[config.mk]
export PLATFORM = sky130hd
export DESIGN_NAME = risc16_fetch_stage
export DESIGN_NICKNAME = d
export VERILOG_FILES = /design/src/rtl/risc16_fetch_stage.sv
export SDC_FILE = /design/constraint.sdc
export NUM_CORES = 1
export LEC_CHECK = 0
export ABC_AREA = 1
export BUFFER_PORTS_ARGS = -buffer_cell sky130_fd_sc_hd__buf_4
export CAP_MARGIN = 20
export CORE_MARGIN = 1
export CORE_UTILIZATION = 45
export CTS_BUF_LIST = sky130_fd_sc_hd__clkbuf_16
export DETAILED_ROUTE_END_ITERATION = 6
export PLACE_DENSITY = 0.77
export SLEW_MARGIN = 20
export SYNTH_ARGS = -nofsm -noshare
export SYNTH_HDL_FRONTEND = slang
export SYNTH_SLANG_ARGS = --single-unit
[constraint.sdc]
create_clock -name clk -period 1.25 [get_ports clk]
set_input_delay 0.0625 -clock clk [delete_from_list [all_inputs] [get_ports clk]]
set_output_delay 0.0625 -clock clk [all_outputs]
set_load 0.02 [all_outputs]
[src/rtl/risc16_fetch_stage.sv]
// ---------------------------------------------------------------------------
// risc16_fetch_stage
//   Instruction-fetch stage of the RiSC-16 pipeline. Holds the program
//   counter, presents it as the word address of a combinational-read
//   instruction memory, and captures the returned word into the IF/ID
//   pipeline register. Supports stall, redirect with flush, and halt
//   detection that freezes fetch until a redirect arrives.
//
// Parameters
//   RESET_PC     PC value loaded on reset.
//   HALT_DETECT  1: a fetched halt word freezes fetch; 0: never detected.
//
// Ports
//   clk            in   rising-edge clock
//   rst_n          in   asynchronous active-low reset
//   stall          in   hold PC and IF/ID this cycle
//   redirect_valid in   load redirect_pc as next PC, flush IF/ID
//   redirect_pc    in   [15:0] redirect target (word address)
//   imem_addr      out  [15:0] instruction address (current PC)
//   imem_data      in   [15:0] instruction word for imem_addr
//   ifid_valid     out  IF/ID holds a real instruction
//   ifid_instr     out  [15:0] registered instruction
//   ifid_pc        out  [15:0] PC of ifid_instr
//   ifid_pc_plus1  out  [15:0] ifid_pc + 1 (JALR link value)
//   halted         out  fetch frozen on a halt
// ---------------------------------------------------------------------------
module risc16_fetch_stage #(
   parameter logic [15:0] RESET_PC    = 16'h0000,
   parameter bit          HALT_DETECT = 1'b1
) (
   input  logic        clk,
   input  logic        rst_n,
   input  logic        stall,
   input  logic        redirect_valid,
   input  logic [15:0] redirect_pc,
   output logic [15:0] imem_addr,
   input  logic [15:0] imem_data,
   output logic        ifid_valid,
   output logic [15:0] ifid_instr,
   output logic [15:0] ifid_pc,
   output logic [15:0] ifid_pc_plus1,
   output logic        halted
);

   typedef enum logic {
      ST_RUN    = 1'b0,
      ST_HALTED = 1'b1
   } state_t;

   state_t      r_state;
   logic [15:0] r_pc;
   logic        r_ifid_valid;
   logic [15:0] r_ifid_instr;
   logic [15:0] r_ifid_pc;
   logic        w_is_halt;

   // Halt is a JALR (opcode 111) with a non-zero immediate field;
   // a plain JALR (imm = 0) is an ordinary jump.
   assign w_is_halt = HALT_DETECT && (imem_data[15:13] == 3'b111) &&
                      (imem_data[6:0] != 7'd0);

   always_ff @(posedge clk or negedge rst_n) begin
      if (!rst_n) begin
         r_pc         <= RESET_PC;
         r_state      <= ST_RUN;
         r_ifid_valid <= 1'b0;
         r_ifid_instr <= '0;
         r_ifid_pc    <= '0;
      end else if (redirect_valid) begin
         // Redirect beats stall and also cancels a halt fetched on a wrong path.
         r_pc         <= redirect_pc;
         r_state      <= ST_RUN;
         r_ifid_valid <= 1'b0;
      end else if (!stall) begin
         case (r_state)
            ST_RUN: begin
               // The halt word itself still goes downstream so it can retire.
               r_ifid_instr <= imem_data;
               r_ifid_pc    <= r_pc;
               r_ifid_valid <= 1'b1;
               if (w_is_halt) begin
                  r_state <= ST_HALTED;
               end else begin
                  r_pc <= r_pc + 16'd1;
               end
            end
            ST_HALTED: begin
               r_ifid_valid <= 1'b0;
            end
            default: begin
               r_state <= ST_RUN;
            end
         endcase
      end
   end

   assign imem_addr     = r_pc;
   assign ifid_valid    = r_ifid_valid;
   assign ifid_instr    = r_ifid_instr;
   assign ifid_pc       = r_ifid_pc;
   assign ifid_pc_plus1 = r_ifid_pc + 16'd1;
   assign halted        = (r_state == ST_HALTED);

endmodule

# == After elaboration in Yosys (flattened, before gate mapping) ==
# Index checks and enable logic that the tools add are counted.
# totals
reg_bits,50
latchBits,0
mem_bits_rw,0
rom_bits,0
input_bits,36
out_inout_bits,66
elab_cells,29
mem_count,0
# classes
add_sub_neg,2
n_mul,0
n_div,0
magnitude_cmp,0
n_eq_ne,4
shift,0
muxes,11
bitwise,3
n_reduce_logical,4
# op_table
cell,n
2-to-1 mux 16 bit,4
adder 16 x 1 -> 16 bit (second input constant),2
nonzero test 7 bit,1
2-to-1 mux 1 bit,6
AND reduction 3 bit,2
!= test 2 bit (second input constant),2
equality test 3 bit (second input constant),1
inverter 1 bit,3
!= test 2 x 1 -> 1 bit (second input constant),1
case mux 1 bit (2 select lines),1
logical AND 1 bit,1

# == Longest topological paths before layout ==
# depth
ltp_word,6
mapped_depth,9
ltp_nobuf,9

# == Worst setup path after synthesis ==
# Ideal clock, no wire load.
# synth_path
kind,register to output
start,"register r_ifid_pc[0], in the netlist ifid_pc[0]"
end,output ifid_pc_plus1[10]
arrival_ps,1629
required_ps,1188
setup_slack_ps,-442
stages_incl_launch_ff,8
path_buffers,0
path_cell_list,dfrtp_1 > ha_1 > nand3_2 > nor2_2 > nand2_2 > nor2_4 > nand3_2 > xnor2_1
# synth_via
elab_chain_cells,1
# synth_rtl
element,line_no,rtl
"start, declared",54,logic [15:0] r_ifid_pc;
"start signal, assigned",79,r_ifid_pc <= r_pc;
adder 16 x 1 -> 16 bit,101,assign ifid_pc_plus1 = r_ifid_pc + 16'd1;
"end, declared",41,"output logic [15:0] ifid_pc_plus1,"
# No other way between the ends.

# == Final worst setup path ==
# layout_path
start,"register r_ifid_pc[0], in the netlist ifid_pc[0]"
end,output ifid_pc_plus1[13]
# The elaborated chain is that of the path after synthesis.

==> impl_metrics.yaml <==
outcome:
  status: "finished, violations left"
  violations: "hold timing, setup timing"
placed_design:
  place_ws_ns: -0.241
  dpl_cell_area_sq_um: 4130
  dp.cells: 554
  globalplace.congestion: 0.922
  port_buffers: 101
  dp_hpwl_mm: 5.86
route:
  drc: 0
  dr.pass1.iters: 5
  post_drt_via_cell_ratio: 5.34
  wirelength_mm: 9.62
  ant_nets: 0
  drt_iter0_drc: 243
  wire_per_inst_microns: 16.3
  dr_total_vias: 3155
pwr:
  power_density_nw_per_um2: 1390
  clkPwrFrac: 0.235
  leakage_uw: 0.00238
  p_seq_frac: 0.331
  ir_worst_vdd_uv: 946
  combPwrFrac: 0.434
  internal_power_uw: 4240
  p_sw_frac: 0.366
  netSwitchingPower_uw: 2450
final_layout:
  final_util: 0.805
  layout-drive-gt1-share: 0.539
  nNetsFinal: 553
  stdcell_area_sq_um: 4820
  final_cells: 591
  areaGrowthSynthToFinish_pct: 71.5
  antennaDiodeCount: 0
logic_synthesis:
  synth_edf_count: 0
  synthAdderAreaFrac: 0.00890
  synth.avg_cell_area_sq_um: 8.18
  yosysSeqAreaShare: 0.445
  synthesis.nets: 382
  synth-compound-area-share: 0.0445
  syn_inst: 344
  synth_top_family_by_area: "simple AND/OR/NAND/NOR gates"
  synthArstFlopShare: 1.00
  muxShareOfSynthArea: 0.0681
  synth_seq_cells: 50
  synth-xor-area-share: 0.0529
  yosys.cell_types.count: 24
  yosys.area.top_type_share: 0.445
  synth_top_area_cell: "dfrtp_1"
  synth_area_sq_um: 2810
  netlist_top_cells_area: "dfrtp_1 (44%), nand2_1 (13%), nand3_1 (6.9%)"
  synth_warnings: 0
  synthSimpleGateAreaFrac: 0.314
  ys.flop_type: "dfrtp_1"
timing:
  maxSlewViolCount: 0
  rsz0062_at_grt: "true"
  finalWorstSetupSlack_ns: -0.539
  relSlewSlack: 0.778
  post-route-period-util: 1.43
  hold_slack_ns: -0.00183
  clock.fmax_mhz: 559
  fin_crit_ns: 1.79
  worstMarginPinSlew_ns: 0.333
  hold_violations: 2
  setup_viol: 36
  clock_skew_ns: 0.00600
setup_path:
  critPathTopFamily: "buffers and inverters"
  cp_slowest_stage_delay_ns: 0.39
  cp_common_cell: "buf_4"
  crit_slowest_cell: "dfrtp_2"
  path_buf_inv: 3
  cp.required_ns: 1.19
  path_class: "reg -> out"
  critPathMaxFanout: 4
  cp-start-kind: "register"
  worstPathCellList: "buf_4 -> nand3_4 -> nor3_4 -> buf_4 -> nand3_2 -> xnor2_2 -> buf_4"
  cp.arrival_ns: 1.73
  endpoint_kind: "primary output"
cts:
  cts_buffer_depth: 2
  cts_made_buffers: 5
  clkTransAtPathRegs_ns: 0.07
  cts_tree: "done"
  clockRootBuffer: "clkbuf_16"
  htree_num_levels: 2
  insertion_delay_ns: 0.29
  cts.sinks: 50
floorplanning:
  fp.dieArea_sq_um: 6570
  top_level_ports: 102
  die_h_microns: 81.1
  design.core.area_sq_um: 5990
  start_util: 0.470
  die_x_microns: 81.1
  rows: 28
grt:
  grt_pass1_vias: 2779
  overflow: 0
  grt_use_total: 0.267
  grt_max_degree: 49
  antenna_found_initial: 0
  grt_pass1_wl_mm: 13.2
flow_run:
  maxCapViolCount: 0
worst_hold_path:
  hold_path_class: "in -> reg"
==> cells by family after synthesis <==
family	count (synthesis)
and+or+nand+nor	189
DFF	50
buffers and inverters	44
AOI/OAI and AO/OA	25
xor gates and xnor gates	17
muxes	17
adders and majority gates	2
==> cell usage after synthesis, drive strengths merged (3+ instances only) <==
library cell	n
nand2	104
dfrtp	50
nand3	45
inv	33
nor2	28
o21ai	22
mux2	17
xor2	12
buf	9
nand4	6
nor3	5
xnor2	5
a21oi	3
==> registers in the layout (all words and copies together) (netlist names) <==
signal,cells
halted,1
ifid_valid,1
imem_addr,16
ifid_pc,16
ifid_instr,16
==> metal layers <==
metal	vias up	part of all wire	global-route usage
met5	-	0	0
met2	148	0.53	0.464
li1	1450	-	-
met4	0	0.029	0.0946
met1	1533	0.39	0.337
met3	24	0.057	0.0382
==> worst register-to-register path, stage by stage (launching register included) <==
cell     delay [ns]
dfrtp_2        0.43
ha_4           0.17
nand3_4        0.10
nor2_4         0.19
nand3_2        0.10
nand2_1        0.07
nand2_1        0.05
nand3_1        0.06
nand3_1        0.06
==> cell type report <==
type | instances | area, sq um
Multi-Input combinational cell | 250 | 1710
Timing Repair Buffer | 175 | 1440
Sequential cell | 50 | 1280
Fill cell | 377 | 1170
Inverter | 33 | 129
Clock buffer | 5 | 125
Tap cell | 75 | 93.8
Clock inverter | 3 | 42.5
==> final timing paths <==
| check | startpoint | endpoint | slack, ns | depth (start not counted) |
|---|---|---|---|---|
| worst max-delay path | ifid_pc[0]$_DFFE_PN0P_ | ifid_pc_plus1[13] | -0.54 | 7 |
| worst min-delay path | redirect_pc[5] | imem_addr[5]$_DFFE_PN0P_ | -0.002 | 3 |
| worst max register to register | imem_addr[0]$_DFFE_PN0P_ | imem_addr[14]$_DFFE_PN0P_ | -0.09 | 8 |
| worst min register to register | ifid_instr[4]$_DFFE_PN0P_ | ifid_instr[4]$_DFFE_PN0P_ | 0.50 | 2 |
| max in group asynchronous | rst_n | ifid_pc[12]$_DFFE_PN0P_ | 0.54 | 3 |
| min in group asynchronous | rst_n | ifid_instr[11]$_DFFE_PN0P_ | 0.24 | 2 |
==> power by group through the flow <==
| stage | registers (uW) | clock network [uW] | logic [uW] |
|---|---|---|---|
| after floorplan | 2600 | 0 | 886 |
| after global placement | 2190 | 0 | 2480 |
| after detailed placement | 2210 | 0 | 2530 |
| after CTS | 2180 | 1570 | 2650 |
| after global routing | 2250 | 1640 | 3100 |
| final | 2210 | 1570 | 2900 |
==> through the flow <==
step / hold WS (ns) / total power (uW) / TNS [ns]
after floorplan: -0.233 / 3490 / -1.05
after global placement: -0.0175 / 4660 / -0.850
after detailed placement: -0.0109 / 4730 / -1.26
after CTS: 0.000966 / 6400 / -5.13
after global routing: 0.00207 / 6980 / -8.48
final: -0.00183 / 6680 / -6.42
==> cell usage in the layout, fill, tap and decap left out, types with 14 or more instances in the layout <==
cell	instances
nand3_1	29
dfrtp_2	23
nand2_1	91
buf_4	150
nor2_1	14
dfrtp_1	27
mux2_2	17
inv_1	28
==> what timing repair did <==
item,in CTS,in global routing
endpoints found under the setup margin,39,48
buffers inserted,9,8
gates cloned,0,3
pin swaps,10,24
endpoints found under the hold margin,58,1
hold buffers,9,1
resized for setup,19,46
Power figures use the tool's default switching activity.
